<file path="config.mk">
export PLATFORM = sky130hd
export DESIGN_NAME = hamming_byte_assembler
export DESIGN_NICKNAME = d
export VERILOG_FILES = /design/src/rtl/hamming_byte_assembler_pkg.sv /design/src/rtl/hamming_byte_assembler_fifo.sv /design/src/rtl/hamming_byte_assembler.sv
export SDC_FILE = /design/constraint.sdc
export NUM_CORES = 1
export LEC_CHECK = 0
export BUFFER_PORTS_ARGS = -buffer_cell sky130_fd_sc_hd__buf_2
export CAP_MARGIN = 5
export CORE_AREA = 2 2 56 97
export CTS_CLUSTER_SIZE = 16
export DETAILED_ROUTE_END_ITERATION = 8
export DIE_AREA = 0 0 58 99
export GPL_ROUTABILITY_DRIVEN = 0
export PLACE_DENSITY_LB_ADDON = 0.25
export SLEW_MARGIN = 20
export SYNTH_ARGS = -nofsm -noshare
export SYNTH_HDL_FRONTEND = slang
export SYNTH_SLANG_ARGS = --single-unit
</file>
<file path="constraint.sdc">
create_clock -name clk -period 5.3 [get_ports clk]
set_clock_uncertainty 0.2 [all_clocks]
set_input_delay 0.795 -clock clk [delete_from_list [all_inputs] [get_ports clk]]
set_output_delay 0.795 -clock clk [all_outputs]
set_load 0.01 [all_outputs]
</file>
<file path="src/rtl/hamming_byte_assembler_pkg.sv">
// Shared types and constants for the Hamming(7,4) byte assembler.
// Codeword positions are zero-based indices into code_in.
package hamming_byte_assembler_pkg;

    typedef enum logic {
        LOW_WAIT  = 1'b0,
        HIGH_WAIT = 1'b1
    } pair_state_e;

    localparam int DEF_FIFO_DEPTH = 4;

    localparam int POS_P1 = 0;
    localparam int POS_P2 = 1;
    localparam int POS_D3 = 2;
    localparam int POS_P4 = 3;
    localparam int POS_D5 = 4;
    localparam int POS_D6 = 5;
    localparam int POS_D7 = 6;

    function automatic logic [2:0] syndrome(input logic [6:0] cw);
        syndrome = {cw[POS_P4] ^ cw[POS_D5] ^ cw[POS_D6] ^ cw[POS_D7],
                    cw[POS_P2] ^ cw[POS_D3] ^ cw[POS_D6] ^ cw[POS_D7],
                    cw[POS_P1] ^ cw[POS_D3] ^ cw[POS_D5] ^ cw[POS_D7]};
    endfunction

endpackage

</file>
<file path="src/rtl/hamming_byte_assembler_fifo.sv">
// First-word-fall-through byte FIFO with sticky overflow flag.
// A push into a full FIFO only succeeds if the head pops on the same edge.
module rx_byte_fifo
    import hamming_byte_assembler_pkg::*;
#(
    parameter int DEPTH = DEF_FIFO_DEPTH
) (
    input  logic       clk,
    input  logic       rst_n,
    input  logic       ena,
    input  logic       clr,
    input  logic       push,
    input  logic [7:0] wdata,
    input  logic       rd_ready,
    output logic [7:0] rdata,
    output logic       rvalid,
    output logic [3:0] count,
    output logic       overflow
);

    localparam int AW = (DEPTH > 1) ? $clog2(DEPTH) : 1;

    logic [7:0]    mem [DEPTH];
    logic [AW-1:0] wr_ptr;
    logic [AW-1:0] rd_ptr;
    logic [3:0]    cnt;
    logic          full;
    logic          do_pop;
    logic          do_push;
    logic          drop;

    assign full    = (cnt == 4'(DEPTH));
    assign do_pop  = ena && !clr && rd_ready && (cnt != 4'd0);
    assign do_push = ena && !clr && push && (!full || do_pop);
    assign drop    = ena && !clr && push && full && !do_pop;

    always_ff @(posedge clk or negedge rst_n) begin
        if (!rst_n) begin
            wr_ptr   <= '0;
            rd_ptr   <= '0;
            cnt      <= 4'd0;
            overflow <= 1'b0;
        end else if (ena && clr) begin
            wr_ptr   <= '0;
            rd_ptr   <= '0;
            cnt      <= 4'd0;
            overflow <= 1'b0;
        end else begin
            if (do_push) wr_ptr <= wr_ptr + 1'b1;
            if (do_pop)  rd_ptr <= rd_ptr + 1'b1;
            if (do_push && !do_pop) cnt <= cnt + 4'd1;
            else if (do_pop && !do_push) cnt <= cnt - 4'd1;
            if (drop) overflow <= 1'b1;
        end
    end

    // Storage needs no reset: the head is masked until an entry exists.
    always_ff @(posedge clk) begin
        if (do_push) mem[wr_ptr] <= wdata;
    end

    assign rdata  = (cnt != 4'd0) ? mem[rd_ptr] : 8'h00;
    assign rvalid = ena && (cnt != 4'd0);
    assign count  = cnt;

endmodule

</file>
<file path="src/rtl/hamming_byte_assembler.sv">
// Decodes Hamming(7,4) codewords, pairs nibbles low-then-high into bytes
// and queues them in a small FIFO for the consumer.
module hamming_byte_assembler
    import hamming_byte_assembler_pkg::*;
#(
    parameter int FIFO_DEPTH = DEF_FIFO_DEPTH
) (
    input  logic       clk,
    input  logic       rst_n,
    input  logic       ena,
    input  logic       sync_clr,
    input  logic [6:0] code_in,
    input  logic       code_valid,
    output logic [7:0] byte_out,
    output logic       byte_valid,
    input  logic       byte_ready,
    output logic       corrected,
    output logic [7:0] corr_count,
    output logic       half_pending,
    output logic       overflow,
    output logic [3:0] fifo_count
);

    logic [2:0]  syn;
    logic [6:0]  fixed;
    logic [3:0]  nib;
    logic [3:0]  dec_nib;
    logic        dec_valid;
    logic        corr_q;
    logic [3:0]  low_q;
    logic        take;
    logic        push;
    pair_state_e state_q;
    pair_state_e state_d;

    always_comb begin
        syn   = syndrome(code_in);
        fixed = code_in;
        for (int i = 0; i < 7; i++) begin
            if (syn == 3'(i + 1)) fixed[i] = ~code_in[i];
        end
        nib = {fixed[POS_D7], fixed[POS_D6], fixed[POS_D5], fixed[POS_D3]};
    end

    always_ff @(posedge clk or negedge rst_n) begin
        if (!rst_n) begin
            dec_nib    <= 4'd0;
            dec_valid  <= 1'b0;
            corr_q     <= 1'b0;
            corr_count <= 8'd0;
        end else if (ena) begin
            dec_nib   <= nib;
            dec_valid <= code_valid && !sync_clr;
            corr_q    <= code_valid && !sync_clr && (syn != 3'd0);
            if (code_valid && !sync_clr && (syn != 3'd0) && (corr_count != 8'hFF))
                corr_count <= corr_count + 8'd1;
        end
    end

    assign corrected = corr_q && ena;
    assign take      = ena && !sync_clr && dec_valid;

    always_ff @(posedge clk or negedge rst_n) begin
        if (!rst_n) begin
            state_q <= LOW_WAIT;
            low_q   <= 4'd0;
        end else begin
            state_q <= state_d;
            if (take && state_q == LOW_WAIT) low_q <= dec_nib;
        end
    end

    always_comb begin
        state_d = state_q;
        push    = 1'b0;
        case (state_q)
            LOW_WAIT: begin
                if (take) state_d = HIGH_WAIT;
            end
            HIGH_WAIT: begin
                if (take) begin
                    push    = 1'b1;
                    state_d = LOW_WAIT;
                end
            end
            default: state_d = LOW_WAIT;
        endcase
        if (ena && sync_clr) state_d = LOW_WAIT;
    end

    assign half_pending = (state_q == HIGH_WAIT);

    rx_byte_fifo #(
        .DEPTH(FIFO_DEPTH)
    ) u_fifo (
        .clk      (clk),
        .rst_n    (rst_n),
        .ena      (ena),
        .clr      (sync_clr),
        .push     (push),
        .wdata    ({dec_nib, low_q}),
        .rd_ready (byte_ready),
        .rdata    (byte_out),
        .rvalid   (byte_valid),
        .count    (fifo_count),
        .overflow (overflow)
    );

endmodule
</file>
Yosys cells after proc, flatten, opt, wreduce, memory -nomap -nowiden --
Memories as Yosys holds them, arrays and structs flattened. Cells that the tools add are included.
Cells by class: add/sub/neg operators 5, multiply operators 0, divide/modulo/power cells 0, order comparisons 0, equality and inequality tests 6, shifts and indexed selects 0, muxes and demuxes 21, bitwise gates (word level) 14, reductions and logical operators 29
Operator list (number):
- logical AND 1 bit | 17
- two-way mux 1 bit | 12
- two-way mux 4 bit | 3
- equality test 3 bit (second input constant) | 3
- bitwise XOR 1 bit | 9
- adder 8 x 1 -> 8 bit (second input constant) | 1
- two-way mux 2 bit | 4
- two-way mux 8 bit | 1
- inequality test 8 bit (second input constant) | 1
- nonzero test 2 bit | 3
- nonzero test 3 bit | 2
- inverter 1 bit | 5
- adder 2 x 1 -> 2 bit (second input constant) | 2
- adder 4 x 1 -> 4 bit (second input constant) | 1
- equality test 4 x 3 -> 1 bit (second input constant) | 1
- logical NOT 1 bit | 4
- nonzero test 4 bit | 1
- subtractor 4 x 1 -> 4 bit (second input constant) | 1
- equality test 3 x 2 -> 1 bit (second input constant) | 1
- case mux 1 bit (2 select lines) | 1
- AND reduction 2 bit | 1
- logical OR 1 bit | 1
Storage, ports and cells: register bits 28, latch bits 0, RAM bits 32, memory bits (read-only) 0, input port bits 13, memories kept 1
Memory list:
- u_fifo.mem | depth 4, width 8, read ports 1, clocked after Yosys merged registers in 0, wr ports 1, line hamming_byte_assembler_fifo.sv:23 | logic [7:0] mem [DEPTH];

Logic depth before layout (Yosys ltp) --
word-level depth 12, gate-level depth with buffers 11, depth with buffers taken out 10

Hierarchy --
Synthesis repeated with hierarchy kept, for this count alone.
Unflattened totals: cells, all modules 222, area total of the unflattened synthesis 2934.1 um^2
Modules (own cells, without submodules):
- rx_byte_fifo | times used 1, cells an instance 127, area an instance 1914.3 um^2, seq. area each 1186.1 um^2
- hamming_byte_assembler | times used 1, cells an instance 95, area an instance 1019.7 um^2, seq. area each 475.5 um^2

Worst setup path after synthesis --
Ideal clock, no wire load.
path type input -> register, start point input port sync_clr, end point register u_fifo.cnt[3] (netlist: u_fifo.count[3]), setup time 0.121 ns, arrival 2.903 ns, data required time 4.979 ns, path slack 2.076 ns, cell stages on the path 11, cells stage by stage clkbuf_1 > nand2b_1 > nor2_1 > ha_1 > nand4_4 > ha_1 > a21o_1 > a21oi_1 > xor2_1 > mux2_4 > a22o_1
Between the ends: cells in the longest elaborated chain, start to end 10, elaborated cells between the ends (all ways) 18, classes of those cells mux: 4; reduce/logical: 14
Ends and longest elaborated chain:
- start: declaration | line hamming_byte_assembler.sv:11 | input logic sync_clr,
- logical NOT 1 bit | line hamming_byte_assembler_fifo.sv:33, hamming_byte_assembler_fifo.sv:34, hamming_byte_assembler.sv:61
- logical AND 1 bit | line hamming_byte_assembler_fifo.sv:33, hamming_byte_assembler_fifo.sv:34, hamming_byte_assembler.sv:61
- logical AND 1 bit | line hamming_byte_assembler.sv:61 | assign take = ena && !sync_clr && dec_valid;
- two-way mux 1 bit | line hamming_byte_assembler.sv:81 | if (take) begin
- two-way mux 1 bit | line hamming_byte_assembler.sv:76 | case (state_q)
- logical AND 1 bit (2 in a row) | line hamming_byte_assembler_fifo.sv:34 | assign do_push = ena && !clr && push && (!full || do_pop);
- logical AND 1 bit or logical NOT 1 bit (tied branches) | line hamming_byte_assembler_fifo.sv:51, hamming_byte_assembler_fifo.sv:52
- two-way mux 4 bit or logical AND 1 bit (tied branches) | line hamming_byte_assembler_fifo.sv:51, hamming_byte_assembler_fifo.sv:52
- two-way mux 4 bit or nonzero test 3 bit (tied branches)
- end signal: assignment | line hamming_byte_assembler_fifo.sv:51 | if (do_push && !do_pop) cnt <= cnt + 4'd1;
- end signal: assignment | line hamming_byte_assembler_fifo.sv:52 | else if (do_pop && !do_push) cnt <= cnt - 4'd1;
- end: declaration | line hamming_byte_assembler_fifo.sv:26 | logic [3:0] cnt;
Several ways; a longest one is shown, not always the timed one. A chain may end at the register's enable or synchronous reset.

Worst setup path in the final report --
start point input port ena, end point register u_fifo.cnt[3] (netlist: u_fifo.count[3])
Between the ends: cells in the longest elaborated chain, start to end 9, elaborated cells between the ends (all ways) 17, classes of those cells mux: 4; reduce/logical: 13
Ends and longest elaborated chain:
- start: declaration | line hamming_byte_assembler.sv:10 | input logic ena,
- logical AND 1 bit | line hamming_byte_assembler_fifo.sv:33, hamming_byte_assembler_fifo.sv:34, hamming_byte_assembler.sv:61
- logical AND 1 bit | line hamming_byte_assembler.sv:61
- two-way mux 1 bit | line hamming_byte_assembler.sv:81
- two-way mux 1 bit | line hamming_byte_assembler.sv:76
- logical AND 1 bit (2 in a row) | line hamming_byte_assembler_fifo.sv:34
- logical AND 1 bit or logical NOT 1 bit (tied branches) | line hamming_byte_assembler_fifo.sv:51, hamming_byte_assembler_fifo.sv:52
- two-way mux 4 bit or logical AND 1 bit (tied branches) | line hamming_byte_assembler_fifo.sv:51, hamming_byte_assembler_fifo.sv:52
- two-way mux 4 bit or nonzero test 3 bit (tied branches)
Several ways; a longest one is shown, not always the timed one.

==> flow_summary.ini <==
[cts]
cts.htree.levels = 3
post_cts_buffers = 0
cts.clk_slew.worst_paths_ps = 70
clockBufferDepth = 2
cts_tree = yes
cts_buffers = 9
clock-root-buffer = clkbuf_8
clkLatencyLatePin_ps = 330
cts.sinks = 60
hold_buffers = 0
cts-resized-gates = 0

[synthesis]
synth_cell_types = 46
synth_xor_area_share_pct = 7.49
synth_warnings = 0
synth_top_family_by_area = simple AND/OR/NAND/NOR gates
syn-cell-area_sq_um = 2890
netlist_instances = 211
synthSimpleGateAreaFrac_pct = 11.0
async_reset_ff_share_pct = 46.7
postSynthAreaPerCell_sq_um = 13.7
synthMuxAreaShare_pct = 10.5
synth.yosys.seq_area_share_pct = 57.5
synth-edff-count = 32
yosys.area_share.adder_pct = 4.59
synth_compound_area_share_pct = 6.41
ys_seq_elements = 60
synth_fp_nets = 234
synthFlopType = edfxtp_1

[grt]
grt.overflow.total = 0
grt_antenna_before_repair = 0
grt_pass1_vias = 1824
grt_max_degree = 29
grtUsageTotal_pct = 21.0
grt_pass1_wl_mm = 8.76

[finish]
drive_gt1_share_pct = 28.9
antennaDiodeCount = 0
nets = 274
area_growth_syn_to_layout_pct = 16.1

[floorplanning]
die_y_um = 99
start_util_pct = 58.5
rows = 34
dieArea_sq_um = 5740
io_pins = 37
core_sq_um = 4930
die-width_um = 58

[drt]
vias = 1744
vias_per_cell = 5.63
first_pass_iters = 4
antenna_left = 0
totalWireLength_mm = 5.33
drcViolationCount = 0
drt_iter0_drc = 65
detail_route.wl_per_cell_um = 17.2

[place]
dp_hpwl_mm = 3.86
portBuffers = 36
dp_worst_setup_slack_ps = 1780

[setup_path]
crit_path_start_kind = primary input
endpoint_kind = flop
cp_data_arrival_time_ps = 3230
critPathKind = in -> reg
cp.required_ps = 5320
cp_max_fo = 20

[timing]
drv_slew = 0
tightest_slew_ps = 697
max_freq_ghz = 0.312
fin_ws_ps = 2090
final.period_utilization_pct = 60.5
slew_headroom_pct = 53.2
finalHoldViolCount = 0
finalSetupViolations = 0
grt_setup_unrepaired = no
setup_tns_ps = 0
fin_crit_ps = 3210

[run]
maxCapViolCount = 0

[power_and_ir_drop]
leakage_uw = 0.00135
p_per_area_nw_per_um2 = 495
vdd_drop_max_mv = 0.360

[status]
outcome = complete, no violations

[hold_path]
hp-class = in -> async
[cell usage in the layout (no fill, tap or decap), types with 8 or more instances in the layout]
cell and n:
mux4_2 8, clkbuf_8 9, buf_2 36, edfxtp_1 32
dfrtp_1 28, ha_1 9, xnor2_1 16, nand2_1 10
inv_1 10, nor2_1 9, nor2b_1 9, a21oi_1 11
[sequential cells by signal, summed over array words and instances, names as in the netlist, 2 cells and up]
signal         flops
u_fifo.mem        32
corr_count         8
dec_nib            4
low_q              4
u_fifo.count       4
u_fifo.rd_ptr      2
u_fifo.wr_ptr      2
[power by group]
group / leakage (uW) / internal [uW] / total, uW / switching, uW
logic: 0.000588 / 235 / 478 / 243
clock network: 0.000123 / 311 / 489 / 177
registers: 0.000644 / 575 / 694 / 119
total: 0.00135 / 1120 / 1660 / 539
[metrics by stage]
step	utilization [%]	std cells	total power (uW)	cell area (sq um)	hold WS [ps]
after CTS	67.8	310	1670	3340	283
after global placement	63.0	294	1160	3110	266
final	68.0	310	1660	3350	276
after global routing	68.0	310	1760	3350	322
after detailed placement	63.0	294	1170	3110	276
after floorplan	-	211	1000	2890	254
[metal layers]
layer | share of wire, % | GRT usage [%] | wire [um] | vias to the layer above
met1 | 36 | 20.5 | 1900 | 843
met3 | 4.1 | 6.69 | 217 | 8
met5 | 0 | 0 | 0 | -
met4 | 1.3 | 9.66 | 70 | 0
met2 | 59 | 38.5 | 3140 | 49
li1 | - | - | - | 844
[critical path, cell delays in order]
cell	delay (ps)
buf_2	270
nand2b_1	210
nor2_1	190
ha_1	330
nand4_4	190
ha_1	320
a21o_1	190
a21oi_1	180
xor2_1	110
mux2_4	270
a22o_1	170
[kinds of logic (layout without fill, tap and decap cells)]
kind of cell | Yosys count | after routing
AO/OA/AOI/OAI | 27 | 27
XOR/XNOR | 23 | 23
adder cells (fa/ha/maj) | 10 | 10
buffers and inverters | 17 | 62
flip-flops | 60 | 60
multiplexers | 19 | 19
AND/OR/NAND/NOR | 55 | 55
[area by class of cell]
type                            instances  area (sq um)
Tap cell                               54          67.6
Sequential cell                        60          1660
Fill cell                             370          1580
Multi-Input combinational cell        134          1170
Clock buffer                            9           124
Timing Repair Buffer                   36           180
Clock inverter                          7           114
Inverter                               10          37.5
[final timing paths]
check	startpoint	end	slack (ps)	cells after the start
min reg2reg	corr_q	corr_q	290	1
max reg2reg	u_fifo.count[0]	u_fifo.count[3]	2550	8
min	rst_n	u_fifo.count[0]	280	1
max	ena	u_fifo.count[3]	2090	11
max in group asynchronous	rst_n	low_q[1]	4210	1
min in group clk	corr_q	corr_q	290	1
[Yosys cell counts, drive strengths merged (2+ instances only)]
cell type  number  area share (%)
a21o            2            0.56
a21oi          11             1.9
and2            5             1.1
buf             4            0.87
clkbuf          3            0.39
dfrtp          28              24
edfxtp         32              33
ha              9             3.9
inv            10             1.3
mux2            7             2.9
mux2i           4             1.4
mux4            8             6.2
nand2          11             1.5
nand2b          3            0.65
nand3           4            0.69
nand4           5             1.6
nor2            9             1.2
nor2b           9             1.9
nor3            2            0.35
nor4            2            0.43
o21ai           6             1.0
o31ai           3             1.3
xnor2          17             5.4
xor2            6             2.1
Power figures use the tool's default switching activity.
